File: config.mk
export PLATFORM = sky130hd
export DESIGN_NAME = cdce_spi_master
export DESIGN_NICKNAME = d
export VERILOG_FILES = /design/src/rtl/cdce_spi_pkg.sv /design/src/rtl/cdce_sclk_gen.sv /design/src/rtl/cdce_spi_master.sv
export SDC_FILE = /design/constraint.sdc
export NUM_CORES = 1
export LEC_CHECK = 0
export CAP_MARGIN = 20
export CORE_MARGIN = 3
export CORE_UTILIZATION = 48
export CTS_CLUSTER_SIZE = 8
export DETAILED_ROUTE_END_ITERATION = 8
export GPL_TIMING_DRIVEN = 0
export HOLD_SLACK_MARGIN = 0.12
export PLACE_DENSITY = 0.81
export SETUP_SLACK_MARGIN = 0.4
export SLEW_MARGIN = 0
export SYNTH_ARGS = -nofsm -noshare
export SYNTH_HDL_FRONTEND = slang
export SYNTH_SLANG_ARGS = --single-unit
File: constraint.sdc
create_clock -name clk -period 1.9 [get_ports clk]
set_input_delay 0.285 -clock clk [delete_from_list [all_inputs] [get_ports clk]]
set_output_delay 0.285 -clock clk [all_outputs]
set_load 0.02 [all_outputs]
File: src/rtl/cdce_spi_pkg.sv
// rtl/cdce_spi_pkg.sv - shared types, mode constants and counter sizing for the CDCE SPI master
package cdce_spi_pkg;

    typedef enum logic [2:0] {
        IDLE,
        LEAD,
        SHIFT_LO,
        SHIFT_HI,
        TRAIL,
        DEAD
    } spi_state_t;

    localparam logic CPOL = 1'b0;
    localparam logic CPHA = 1'b0;

    function automatic int ctr_w(input int n);
        return $clog2(n + 1);
    endfunction

endpackage

File: src/rtl/cdce_sclk_gen.sv
// rtl/cdce_sclk_gen.sv - half-period tick generator for SCLK, restarted at transaction start
module cdce_sclk_gen
    import cdce_spi_pkg::*;
#(
    parameter int CLK_DIV = 2
) (
    input  logic clk,
    input  logic reset,
    input  logic restart,
    output logic tick
);

    localparam int              DW     = ctr_w(CLK_DIV);
    localparam logic [DW-1:0]   RELOAD = DW'(CLK_DIV - 1);

    logic [DW-1:0] cnt_q, cnt_d;

    // tick marks the last clk cycle of the current half-period
    always_comb begin
        cnt_d = cnt_q;
        if (restart || cnt_q == '0) begin
            cnt_d = RELOAD;
        end else begin
            cnt_d = cnt_q - DW'(1);
        end
    end

    always_ff @(posedge clk) begin
        if (reset) begin
            cnt_q <= '0;
        end else begin
            cnt_q <= cnt_d;
        end
    end

    assign tick = (cnt_q == '0);

endmodule

File: src/rtl/cdce_spi_master.sv
// rtl/cdce_spi_master.sv - SPI mode-0 master for clock-synthesiser configuration words with readback
module cdce_spi_master
    import cdce_spi_pkg::*;
#(
    parameter int WIDTH       = 32,
    parameter int CLK_DIV     = 2,
    parameter int DEAD_CYCLES = 2,
    parameter bit MSB_FIRST   = 1'b1
) (
    input  logic             clk,
    input  logic             reset,
    input  logic             enable,
    input  logic             in_valid,
    input  logic [WIDTH-1:0] in_data,
    output logic             in_ready,
    output logic             busy,
    output logic             done,
    output logic [WIDTH-1:0] rd_data,
    output logic             sclk,
    output logic             cs_n,
    output logic             mosi,
    input  logic             miso
);

    localparam int             BW        = ctr_w(WIDTH);
    localparam int             DCW       = ctr_w(DEAD_CYCLES);
    localparam logic [BW-1:0]  LAST_BIT  = BW'(WIDTH - 1);
    localparam logic [DCW-1:0] DEAD_LOAD = DCW'(DEAD_CYCLES - 1);

    spi_state_t       state_q, state_d;
    logic [BW-1:0]    bit_cnt_q, bit_cnt_d;
    logic [DCW-1:0]   dead_cnt_q, dead_cnt_d;
    logic [WIDTH-1:0] tx_q, tx_d;
    logic [WIDTH-1:0] rx_q, rx_d;
    logic [WIDTH-1:0] rd_data_q, rd_data_d;
    logic             sclk_q, sclk_d;
    logic             cs_n_q, cs_n_d;
    logic             mosi_q, mosi_d;
    logic             busy_q, busy_d;
    logic             done_q, done_d;
    logic             tick;
    logic             restart;
    logic             accept;

    assign in_ready = (state_q == IDLE) && enable;
    assign accept   = in_ready && in_valid;

    cdce_sclk_gen #(
        .CLK_DIV (CLK_DIV)
    ) u_sclk_gen (
        .clk     (clk),
        .reset   (reset),
        .restart (restart),
        .tick    (tick)
    );

    always_comb begin
        state_d    = state_q;
        bit_cnt_d  = bit_cnt_q;
        dead_cnt_d = dead_cnt_q;
        tx_d       = tx_q;
        rx_d       = rx_q;
        rd_data_d  = rd_data_q;
        mosi_d     = mosi_q;
        restart    = 1'b0;

        case (state_q)
            IDLE: begin
                if (accept) begin
                    state_d = LEAD;
                    restart = 1'b1;
                    tx_d    = in_data;
                    mosi_d  = MSB_FIRST ? in_data[WIDTH-1] : in_data[0];
                end
            end
            LEAD: begin
                if (tick) begin
                    state_d   = SHIFT_LO;
                    bit_cnt_d = '0;
                end
            end
            SHIFT_LO: begin
                if (tick) begin
                    state_d = SHIFT_HI;
                    rx_d    = MSB_FIRST ? {rx_q[WIDTH-2:0], miso} : {miso, rx_q[WIDTH-1:1]};
                end
            end
            SHIFT_HI: begin
                if (tick) begin
                    if (bit_cnt_q == LAST_BIT) begin
                        state_d = TRAIL;
                    end else begin
                        state_d   = SHIFT_LO;
                        bit_cnt_d = bit_cnt_q + BW'(1);
                        tx_d      = MSB_FIRST ? (tx_q << 1) : (tx_q >> 1);
                        mosi_d    = MSB_FIRST ? tx_q[WIDTH-2] : tx_q[1];
                    end
                end
            end
            TRAIL: begin
                if (tick) begin
                    state_d    = DEAD;
                    dead_cnt_d = DEAD_LOAD;
                    mosi_d     = 1'b0;
                end
            end
            DEAD: begin
                if (dead_cnt_q == '0) begin
                    state_d = IDLE;
                end else begin
                    dead_cnt_d = dead_cnt_q - DCW'(1);
                end
            end
            default: state_d = IDLE;
        endcase

        // Outputs are registered copies of what the next state implies
        sclk_d = (state_d == SHIFT_HI) ? ~CPOL : CPOL;
        cs_n_d = (state_d == IDLE) || (state_d == DEAD);
        busy_d = (state_d != IDLE);
        done_d = (state_d == DEAD) && (dead_cnt_d == '0);
        if (done_d) begin
            rd_data_d = rx_q;
        end
    end

    always_ff @(posedge clk) begin
        if (reset) begin
            state_q    <= IDLE;
            bit_cnt_q  <= '0;
            dead_cnt_q <= '0;
            tx_q       <= '0;
            rx_q       <= '0;
            rd_data_q  <= '0;
            sclk_q     <= CPOL;
            cs_n_q     <= 1'b1;
            mosi_q     <= 1'b0;
            busy_q     <= 1'b0;
            done_q     <= 1'b0;
        end else begin
            state_q    <= state_d;
            bit_cnt_q  <= bit_cnt_d;
            dead_cnt_q <= dead_cnt_d;
            tx_q       <= tx_d;
            rx_q       <= rx_d;
            rd_data_q  <= rd_data_d;
            sclk_q     <= sclk_d;
            cs_n_q     <= cs_n_d;
            mosi_q     <= mosi_d;
            busy_q     <= busy_d;
            done_q     <= done_d;
        end
    end

    assign busy    = busy_q;
    assign done    = done_q;
    assign rd_data = rd_data_q;
    assign sclk    = sclk_q;
    assign cs_n    = cs_n_q;
    assign mosi    = mosi_q;

endmodule

Word level (Yosys, flattened, before mapping)
Cells that the tools add are included.
- bits in registers: 113
- input bits: 37
- output and inout bits: 38
- logic and storage cells: 76
- add/sub/neg operators: 3
- equal/unequal tests: 13
- multiplexer cells: 28
- reductions and logical operators: 19
- operators by type and width (operator ; count):
    $mux W31 ; 3
    $pmux W31 S2 ; 1
    $mux W3 ; 7
    $mux W6 ; 3
    $pmux W3 S6 ; 1
    $pmux W6 S2 ; 1
    $ne A2 B2 Y1 const B ; 5
    $eq A3 B2 Y1 const B ; 3
    $eq A3 B3 Y1 const B ; 3
    $mux W1 ; 8
    $reduce_and A4 Y1 ; 2
    $add A6 B1 Y6 const B ; 1
    $eq A6 B5 Y1 const B ; 1
    $logic_not A2 Y1 ; 3
    $logic_not A3 Y1 ; 2
    $reduce_bool A3 Y1 ; 2
    $reduce_and A5 Y1 ; 1
    $mux W2 ; 2
    $pmux W2 S2 ; 1
    $reduce_bool A2 Y1 ; 2
    $sub A2 B1 Y2 const B ; 2
    $eq A3 B1 Y1 const B ; 1
    $logic_and A1 B1 Y1 ; 3
    $pmux W1 S3 ; 1
    other kinds (3) ; 4

Depth between registers and ports, before layout
Gate-level depths: netlist of run 1.
- depth after elaboration: 7
- mapped depth: 9
- gate-level depth less buffers: 7

By module
A second synthesis of run 1 with hierarchy kept.
- cell total of the unflattened synthesis: 490
- area total of the unflattened synthesis: 4524.3 um^2
- modules (own cells, without submodules) (module ; instances ; cells each ; area each (um^2) ; sequential area each (um^2)):
    cdce_spi_master ; 1 ; 482 ; 4443.0 ; 2222.1
    cdce_sclk_gen ; 1 ; 8 ; 81.3 ; 40.0

Worst setup path before layout of run 1
No wires, ideal clock.
- path type: register -> register
- from: register u_sclk_gen.cnt_q[0]
- to: register rd_data_q[27] (netlist: rd_data[27])
- library setup time: 0.128 ns
- arrival: 1.737 ns
- data required time: 1.772 ns
- setup slack: 0.035 ns
- stages on the path, launching flop included: 10
- buffers on the path: 2
- clock period less this slack: 1.865 ns
- cell sequence: dfxtp_1 inv_1 ha_1 buf_2 and2b_1 nor3b_4 o2111ai_4 buf_8 mux2i_1 nor2_1
- longest elaborated chain between the ends: 5
- elaborated cells on any way between the ends: 11
- those cells by class: 1 x eq/ne; 7 x mux; 3 x reduce/logical
- RTL lines (item ; line ; source):
    start: declaration ; cdce_sclk_gen.sv:16 ; logic [DW-1:0] cnt_q, cnt_d;
    start signal: assignment ; cdce_sclk_gen.sv:32 ; cnt_q <= cnt_d;
    $logic_not A2 Y1 * ; cdce_sclk_gen.sv:36 ; assign tick = (cnt_q == '0);
    $mux W3, or another cell as far along ; cdce_spi_master.sv:101 ; if (tick) begin
    $pmux W3 S6 / $pmux W2 S2 (equally long branches) ; cdce_spi_master.sv:67 ; case (state_q)
    $eq A3 B3 Y1 / $logic_not A2 Y1 (equally long branches) ; cdce_spi_master.sv:121 ; done_d = (state_d == DEAD) && (dead_cnt_d == '0);
    $logic_and A1 B1 Y1 * ; cdce_spi_master.sv:121 ;
    end signal: assignment ; cdce_spi_master.sv:146 ; rd_data_q <= rd_data_d;
    end: declaration ; cdce_spi_master.sv:35 ; logic [WIDTH-1:0] rd_data_q, rd_data_d;
Mark *: on every way between the ends. The rest lies on a longest branch, timed or not.
A chain may end at the register's enable or synchronous reset.

Worst setup path in the final report of run 1
- from: register u_sclk_gen.cnt_q[0]
- to: register tx_q[11]
- longest elaborated chain between the ends: 3
- RTL lines (item ; line ; source):
    $logic_not A2 Y1 ; cdce_sclk_gen.sv:36 ;
    $ne A2 B2 Y1 (no source line) ; -- ;
    $reduce_and A4 Y1 (no source line) ; -- ;
    end signal: assignment ; cdce_spi_master.sv:144 ; tx_q <= tx_d;
    end: declaration ; cdce_spi_master.sv:33 ; logic [WIDTH-1:0] tx_q, tx_d;
No other way between the ends.

==> impl_metrics.yaml, run 1 <==
die:
  die-area_mm2: 0.0107
  ios: 75
  die_y_um: 103
  initial_core_util_pct: 50.8
  core_mm2: 0.00898
  fp-row-count: 34
  die_w_um: 103
final_layout:
  nNetsFinal: 667
  layout-drive-gt1-share_pct: 37.8
  n_antenna_cell: 0
  finish.utilization_pct: 83.2
  post-route-cell-area_mm2: 0.00747
  area_growth_pct: 63.8
global_route:
  grt_pass1_wl_um: 21800
  grt_pass1_vias: 4419
  antenna_found_initial: 0
  gr-total-overflow: 0
  grt_max_degree: 17
  track_usage_pct: 26.5
logic_synthesis:
  ys_async_sr_fraction_pct: 0
  mappedNetlistArea_mm2: 0.00456
  synth_edf_count: 0
  synthSimpleGateAreaFrac_pct: 17.8
  syn_nets: 530
  syn_avg_cell_area_um2: 9.29
  synth_top_area_cell: "dfxtp_1"
  synth.top_cells.by_count: "113 x dfxtp_1, 78 x nor2_1, 66 x nand2_1"
  ys_seq_area_share_pct: 49.6
  synth_cells: 491
  yosys_warnings: 0
  synthMuxAreaShare_pct: 13.8
  synth-main-ff-cell: "dfxtp_1"
  synthAdderAreaFrac_pct: 0.549
  synth_top_family_by_area: "simple AND/OR/NAND/NOR gates"
  ys_ff_latch: 113
  synth_compound_area_share_pct: 12.5
  synth_xor_xnor_area_share_pct: 0.960
  synth.most_common_cell: "dfxtp_1"
  synth_cell_type_count: 45
  synth.top_cell.area_share_pct: 49.6
  synth_area_leaders: "dfxtp_1 50%, mux2i_1 14%, nor2_1 6.4%"
critical_path:
  rr_endpoint: "tx_q[11]"
  reg2regPathDepth: 13
  r2r_start: "u_sclk_gen.cnt_q[0]"
  startpoint: "u_sclk_gen.cnt_q[0]"
  cp-endpoint: "tx_q[11]"
  worstSetupPathType: "flop to flop"
  path_buf_inv: 7
  critPathRequiredTime_ns: 2.33
  path_cells: "inv_2 > ha_4 > buf_6 > and2b_2 > buf_4 > buf_6 > nand3_4 > o21bai_4 > buf_12 > clkbuf_16 > buf_4 > nor2_4 > a211oi_2"
  cp_top_family: "buffers and inverters"
  start_kind: "flop"
  cp_num_cells: 13
  end_kind: "flop"
  setup.reg_to_reg.worst_slack_ns: -0.23
  cpPeakStageDelay_ns: 0.33
  cpMaxStageDelayCell: "dfxtp_2"
  critical_path_peak_fanout: 6
  arrival_ns: 2.56
detailed_routing:
  drt_wl_total_um: 17400
  drtIter0Drc: 381
  vias: 4615
  firstDrtPassIters: 5
  post-route-drc-count: 0
  via_per_inst: 6.02
  postRouteAntennaNets: 0
  wire_per_inst_um: 22.7
timing:
  slew_headroom_pct: 51.9
  setup_slack_ns: -0.233
  slew_viol_final: 0
  finalCriticalPeriod_ns: 2.13
  max_freq_ghz: 0.469
  worst_clock_skew_ns: 0.00838
  setup_viol_count_final: 96
  fin_setup_tns_ns: -8.37
  tightest_slew_ns: 0.721
  rsz0062_at_grt: "yes"
  fin_crit_sh_pct: 112
  whs_ns: 0.358
  hold_viol_final: 0
clock_network:
  cts_inserted_buffers: 17
  clockBufferDepth: 2
  cts_tree: "built"
  clock-sinks: 113
  insertion_delay_ns: 0.53
  clk_pin_slew_worst_paths_ns: 0.06
  cts.htree.levels: 4
  root_buffer: "clkbuf_8"
job:
  max_cap_viol_count: 0
placement:
  portBuffers: 73
  dpl_cell_area_mm2: 0.00558
  dp_hpwl_um: 7110
  routabilityCongestion: 0.853
power:
  power-per-cell-area_mw_per_mm2: 1010
  vdd_drop_max_uv: 585
  power.leakage_nw: 3.33
outcome:
  status: "finished with violations"
  violations: "negative setup slack"
hold_path:
  hp-class: "input port to flop"
## state kept, by name, indices dropped and copies added, names as in the netlist, 2 cells and up
signal            count
dead_cnt_q            2
bit_cnt_q             6
state_q               3
tx_q                 31
rd_data              32
rx_q                 32
u_sclk_gen.cnt_q      2
## cell type report
| type | count | area (um^2) |
|---|---|---|
| clock buffer | 23 | 487 |
| fill | 425 | 1510 |
| clock inverter | 9 | 175 |
| sequential | 113 | 2270 |
| inverter | 7 | 26.3 |
| timing repair buffer | 118 | 1220 |
| buffer | 37 | 429 |
| tap | 126 | 158 |
| multi-input combinational | 334 | 2710 |
## cells by family after synthesis
kind of cell,count (synthesis)
and+or+nand+nor,178
DFF,113
AOI/OAI and AO/OA,86
muxes,63
buffers and inverters,44
xor gates and xnor gates,5
adders and majority gates,2
## per-layer routing
| layer | wire length [um] | up-vias | global-route usage (%) |
|---|---|---|---|
| met5 | 0 | - | 0 |
| met4 | 750 | 0 | 11.7 |
| li1 | - | 1964 | - |
| met2 | 8770 | 288 | 45.6 |
| met3 | 1190 | 69 | 7.85 |
| met1 | 6670 | 2294 | 30.3 |
## stage by stage
stage / cells / worst slack (ns) / total power, mW
after floorplan: 491 / 0.0578 / 3.10
after global routing: 767 / -0.260 / 7.69
after global placement: 690 / -0.230 / 3.30
after detailed placement: 690 / -0.304 / 3.33
final: 767 / -0.233 / 7.54
after CTS: 746 / -0.0313 / 7.09
## repair_timing
action                     in CTS  in global routing
hold buffers                    0                  0
setup endpoints to repair     143                136
pin swaps                      12                 10
gates resized for setup       153                128
gates cloned                    5                  8
setup buffers                  19                 13
## cell usage in the layout (no fill, tap or decap), drive strengths merged, types with 2 or more instances in the layout
master,instances
a211oi,32
a21oi,40
a22oi,2
and2,4
and3b,2
and4b,2
buf,56
bufinv,5
clkbuf,58
clkdlybuf4s15,20
clkdlybuf4s50,35
clkinv,2
clkinvlp,2
dfxtp,113
dlygate4sd2,9
ha,2
inv,7
mux2i,63
nand2,66
nand2b,3
nand3,3
nand3b,4
nand4,3
nor2,78
nor3,3
o21ai,3
o21bai,3
xor2,4
## worst min path at each step
stage | start | to | cells past startpoint
after global placement | u_sclk_gen.cnt_q[0] | u_sclk_gen.cnt_q[0] | 1
after global routing | miso | rx_q[0] | 3
final | miso | rx_q[0] | 3
after floorplan | u_sclk_gen.cnt_q[0] | u_sclk_gen.cnt_q[0] | 1
after detailed placement | u_sclk_gen.cnt_q[0] | u_sclk_gen.cnt_q[0] | 1
after CTS | reset | state_q[0] | 2
## tightest hold or removal path, delay by kind of cell
family	cells	cell delay [ns]
buf+inv	1	0.43
compound gates	1	0.06
simple gates	1	0.06
## power by group
group	switching, mW	total, mW	leakage [nW]	internal [mW]
registers	0.104	2.59	0.919	2.49
logic	0.685	1.36	2.09	0.671
clock network	1.15	3.59	0.320	2.43
(Power assumes the default switching activity.)
==> run 2: changes to the inputs <==
--- a/config.mk
+++ b/config.mk
@@ -8,6 +8,7 @@
 export CAP_MARGIN = 20
 export CORE_MARGIN = 3
 export CORE_UTILIZATION = 48
+export CTS_BUF_LIST = sky130_fd_sc_hd__clkbuf_16
 export CTS_CLUSTER_SIZE = 8
 export DETAILED_ROUTE_END_ITERATION = 8
 export GPL_TIMING_DRIVEN = 0
==> run 2 against run 1 <==
  * The flow finishes with violations (design-rule violations, negative setup slack)
  * Global-route usage rose by 2.8 points
  * Register-to-register slack improved by 0.04 ns
  * Sequential cell count did not move
  * Clock power fell by 3%
  * Critical path depth fell by 5
  * Worst setup slack improved by 0.042 ns
==> impl_metrics.yaml, run 2 (synthesized netlist as in run 1, its figures left out) <==
clock_network:
  clock-sinks: 113
  root_buffer: "clkbuf_16"
  insertion_delay_ns: 0.42
  cts.htree.levels: 4
  ctsHoldBuffers: 0
  clockBufferDepth: 2
  cts_inserted_buffers: 17
  cts_tree: "built"
  clk_pin_slew_worst_paths_ns: 0.05
detailed_routing:
  drtIter0Drc: 334
  via_per_inst: 6.15
  firstDrtPassIters: 7
  post-route-drc-count: 2
  postRouteAntennaNets: 0
  wire_per_inst_um: 24.3
  vias: 4705
  drt_wl_total_um: 18600
critical_path:
  arrival_ns: 2.36
  critPathRequiredTime_ns: 2.17
  r2r_start: "bit_cnt_q[1]"
  setup.reg_to_reg.worst_slack_ns: -0.19
  cpPeakStageDelay_ns: 0.37
  cpMaxStageDelayCell: "dfxtp_4"
  worstSetupPathType: "flop to flop"
  reg2regPathDepth: 8
  critical_path_peak_fanout: 5
  rr_endpoint: "rd_data[25]"
  end_kind: "flop"
  path_cells: "ha_4 > and4b_2 > a32o_2 > o2111ai_4 > buf_4 > buf_6 > mux2i_1 > nor2_1"
  start_kind: "flop"
placement:
  dp_hpwl_um: 7110
  dpl_cell_area_mm2: 0.00558
  routabilityCongestion: 0.853
  portBuffers: 73
  dp.cells: 690
final_layout:
  nNetsFinal: 665
  layout.cells.non_filler: 765
  finish.utilization_pct: 84.6
  area_growth_pct: 66.5
  final_cell_mix: "108 x dfxtp_1, 61 x mux2i_1, 61 x nor2_1"
  layout-drive-gt1-share_pct: 38.3
  n_antenna_cell: 0
  final_common_cell: "dfxtp_1"
  post-route-cell-area_mm2: 0.00759
timing:
  finalCriticalPeriod_ns: 2.09
  slew_headroom_pct: 40.7
  fin_crit_sh_pct: 110
  tightest_slew_ns: 0.890
  setup_slack_ns: -0.191
  rsz0062_at_grt: "yes"
  setup_viol_count_final: 65
  fin_setup_tns_ns: -4.86
  max_freq_ghz: 0.478
  slew_viol_final: 0
  worst_clock_skew_ns: 0.0141
  hold_viol_final: 0
die:
  die_y_um: 103
  initial_core_util_pct: 50.8
  die-area_mm2: 0.0107
  die_w_um: 103
  fp-row-count: 34
  core_mm2: 0.00898
  ios: 75
global_route:
  grt_pass1_wl_um: 23600
  antenna_found_initial: 0
  gr-total-overflow: 0
  grt_pass1_vias: 4549
  grt_max_degree: 17
  track_usage_pct: 29.3
power:
  power.share.clock_pct: 46.4
  p_sw_mw: 2.01
  vdd_drop_max_uv: 843
  comb_power_share_pct: 19.4
  power_mw: 7.50
  p_seq_share_pct: 34.2
  power.internal_mw: 5.49
  power-per-cell-area_mw_per_mm2: 987
  swShare_pct: 26.8
  power.leakage_nw: 3.72
hold_path:
  hold_depth: 3
  holdPathEnd: "state_q[0]"
  hp-start: "reset"
  hp-class: "input port to flop"
outcome:
  violations: "design-rule violations, negative setup slack"
  status: "finished with violations"
job:
  max_cap_viol_count: 0
==> run 2: worst max-delay path by stage <==
stage	start	cells past startpoint	end
floorplan	u_sclk_gen.cnt_q[0]	9	rd_data[27]
global placement	in_valid	7	rd_data[31]
detailed placement	in_valid	7	rd_data[3]
CTS	state_q[0]	7	rd_data[3]
global route	u_sclk_gen.cnt_q[0]	10	rd_data[25]
finish	bit_cnt_q[1]	8	rd_data[25]
==> run 2: cell type report <==
type | count | area (um^2)
Multi-Input combinational cell | 334 | 2830
Sequential cell | 113 | 2270
Fill cell | 409 | 1380
Timing Repair Buffer | 116 | 1260
Buffer | 37 | 432
Clock buffer | 17 | 425
Clock inverter | 15 | 198
Tap cell | 126 | 158
Inverter | 7 | 26.3
==> run 2: power groups by stage <==
stage               clock network [mW]  registers (mW)  logic [mW]
floorplan                            0            2.59       0.509
global placement                     0            2.58       0.720
detailed placement                   0            2.59       0.739
CTS                               3.36            2.55        1.15
global route                      3.54            2.57        1.50
finish                            3.48            2.57        1.45
==> run 2: layer usage <==
layer | track usage (%) | share of wire [%]
met1 | 33.6 | 36
met2 | 50.7 | 51
met3 | 7.31 | 7.0
met4 | 14.3 | 5.4
met5 | 0 | 0
==> run 2: per-stage QoR <==
step	setup slack [ns]	hold slack (ns)
after global routing	-0.247	0.384
after global placement	-0.230	0.412
after CTS	-0.00774	0.283
after detailed placement	-0.304	0.434
final	-0.191	0.390
after floorplan	0.0578	0.405
==> run 2: worst max-delay path, delay by kind of cell (launching register included) <==
kind / cells / cell delay, ns
AND/OR/NAND/NOR: 2 / 0.41
AO/OA/AOI/OAI: 2 / 0.50
flip-flops: 1 / 0.37
adder cells (fa/ha/maj): 1 / 0.15
buffers and inverters: 2 / 0.31
multiplexers: 1 / 0.21
==> run 2: what timing repair did <==
item | in CTS | in global routing
setup endpoints to repair | 143 | 113
gates cloned | 10 | 1
pin swaps | 13 | 15
resized for setup | 210 | 70
buffers inserted | 16 | 16
==> run 3: changes to the inputs <==
--- a/config.mk
+++ b/config.mk
@@ -6,11 +6,12 @@
 export NUM_CORES = 1
 export LEC_CHECK = 0
 export CAP_MARGIN = 20
-export CORE_MARGIN = 3
+export CORE_MARGIN = 2
 export CORE_UTILIZATION = 48
 export CTS_BUF_LIST = sky130_fd_sc_hd__clkbuf_16
 export CTS_CLUSTER_SIZE = 8
 export DETAILED_ROUTE_END_ITERATION = 8
+export GPL_ROUTABILITY_DRIVEN = 0
 export GPL_TIMING_DRIVEN = 0
 export HOLD_SLACK_MARGIN = 0.12
 export PLACE_DENSITY = 0.81
==> run 3 against run 2 <==
  * The flow finishes with violations (negative setup slack)
  * Cell count rose by 0.65%
  * Combinational power down 3%
  * Utilization down 1.3 points
  * Non-clock buffer count grew 2
  * Worst setup slack lost 0.025 ns
  * Via count decreased by 4.8%
  * Clock power is 8.3% lower
  * Sequential cell count unchanged
  * Largest power group unchanged
  * Die area decreased by 3.8%
  * Routed wire length decreased by 8.5%
  * Design area increased by 1.4%
  * Power down 4.3%
==> impl_metrics.yaml, run 3 (synthesized netlist as in run 1, its figures left out) <==
power:
  power.leakage_nw: 4.08
  vdd_drop_max_uv: 941
  power-per-cell-area_mw_per_mm2: 932
die:
  initial_core_util_pct: 49.4
  ios: 75
  fp-row-count: 35
  die_y_um: 101
  core_mm2: 0.00924
  die_w_um: 101
  die-area_mm2: 0.0103
timing:
  setup_viol_count_final: 83
  setup_slack_ns: -0.216
  fin_setup_tns_ns: -6.54
  worst_clock_skew_ns: 0.0109
  finalCriticalPeriod_ns: 2.12
  rsz0062_at_grt: "yes"
  hold_viol_final: 0
  tightest_slew_ns: 0.740
  slew_headroom_pct: 50.7
  max_freq_ghz: 0.473
  slew_viol_final: 0
  fin_crit_sh_pct: 111
critical_path:
  reg2regPathDepth: 9
  setup.reg_to_reg.worst_slack_ns: -0.22
  end_kind: "flop"
  critPathRequiredTime_ns: 2.18
  r2r_start: "u_sclk_gen.cnt_q[0]"
  startpoint: "u_sclk_gen.cnt_q[0]"
  worstSetupPathType: "flop to flop"
  start_kind: "flop"
  critical_path_peak_fanout: 5
  rr_endpoint: "rd_data[3]"
  arrival_ns: 2.40
  cp-endpoint: "rd_data[3]"
clock_network:
  cts.htree.levels: 4
  root_buffer: "clkbuf_16"
  cts_inserted_buffers: 17
  clock-sinks: 113
  clk_pin_slew_worst_paths_ns: 0.06
  cts_tree: "built"
  clockBufferDepth: 2
  insertion_delay_ns: 0.42
  ctsHoldBuffers: 0
detailed_routing:
  drtIter0Drc: 210
  via_per_inst: 5.82
  post-route-drc-count: 0
  drt_wl_total_um: 17000
  wire_per_inst_um: 22.1
  postRouteAntennaNets: 0
  firstDrtPassIters: 5
  vias: 4481
placement:
  dpl_cell_area_mm2: 0.00559
  dp_hpwl_um: 6960
  portBuffers: 73
final_layout:
  final_cell_mix: "107 x dfxtp_1, 60 x mux2i_1, 48 x nor2_1"
  nNetsFinal: 667
  final-seq-area_mm2: 0.00227
  layout-drive-gt1-share_pct: 41.3
  post-route-cell-area_mm2: 0.00770
  multi_input_area_mm2: 0.00282
  num-fill-cells: 424
  area_growth_pct: 68.8
  n_antenna_cell: 0
  final_common_cell: "dfxtp_1"
global_route:
  gr-total-overflow: 0
  antenna_found_initial: 0
  track_usage_pct: 27.9
  grt_pass1_vias: 4358
  grt_pass1_wl_um: 22000
  grt_max_degree: 17
hold_path:
  hp-class: "input port to flop"
outcome:
  status: "finished with violations"
  violations: "negative setup slack"
job:
  max_cap_viol_count: 0
run 3: cell types whose count changed in the layout (fill, tap and decap cells not counted), sizes merged:
cell,delta
clkbuf,-2
dlygate4sd2,-36
clkdlybuf4s15,-1
buf,+4
clkinvlp,+2
bufinv,-3
clkinv,-1
dlymetal6s2s,+37
inv,+2
run 3: layout make-up:
cell class	count	area share [%]
buffer	37	5.85
clock buffer	17	5.53
clock inverter	15	2.08
inverter	7	0.341
multi-input combinational	334	36.7
sequential	113	29.5
tap	129	2.10
timing repair buffer	118	17.9
run 3: per-stage QoR:
step	setup WS, ns	hold WS [ns]	utilization, %	power [mW]	instances
global placement	-0.226	0.413	60.5	3.30	693
global route	-0.329	0.326	83.3	7.33	770
CTS	-0.0158	0.269	76.8	6.78	748
floorplan	0.0578	0.405	-	3.10	491
finish	-0.216	0.285	83.3	7.17	770
detailed placement	-0.289	0.430	60.5	3.33	693
run 3: worst min-delay path by stage:
stage | from | end | slack [ns] | cells after the start
global route | reset | state_q[0] | 0.33 | 2
global placement | u_sclk_gen.cnt_q[0] | u_sclk_gen.cnt_q[0] | 0.41 | 1
floorplan | u_sclk_gen.cnt_q[0] | u_sclk_gen.cnt_q[0] | 0.41 | 1
CTS | reset | state_q[0] | 0.27 | 2
detailed placement | u_sclk_gen.cnt_q[0] | u_sclk_gen.cnt_q[0] | 0.43 | 1
finish | reset | state_q[0] | 0.28 | 2
run 3: report_power, final:
group | internal, mW | switching (mW) | total, mW
Combinational | 0.716 | 0.693 | 1.41
Sequential | 2.48 | 0.0952 | 2.58
Clock | 1.94 | 1.25 | 3.19
Total | 5.14 | 2.04 | 7.17
run 3: layer usage:
| layer | global-route usage, % | vias up | share of wire (%) | wire (um) |
|---|---|---|---|---|
| li1 | - | 1972 | - | - |
| met5 | 0 | - | 0 | 0 |
| met2 | 49.0 | 232 | 52 | 8830 |
| met4 | 13.4 | 0 | 4.7 | 801 |
| met1 | 31.2 | 2205 | 38 | 6420 |
| met3 | 7.59 | 72 | 5.5 | 931 |
run 3: worst max-delay path, cell delays in order (launching register included):
cell and delay, ns:
dfxtp_2 0.34, inv_2 0.05, ha_4 0.16, buf_6 0.13, and2b_2 0.23, nor3b_4 0.27
o2111ai_4 0.25, clkbuf_16 0.26, mux2i_1 0.21, nor2_1 0.07
run 3: timing repair:
| action | CTS | global route |
|---|---|---|
| cloned | 7 | 7 |
| endpoints found under the hold margin | 0 | 0 |
| buffers inserted | 16 | 15 |
| gates resized for setup | 187 | 108 |
| pin swaps | 23 | 14 |
| setup endpoints to repair | 143 | 148 |
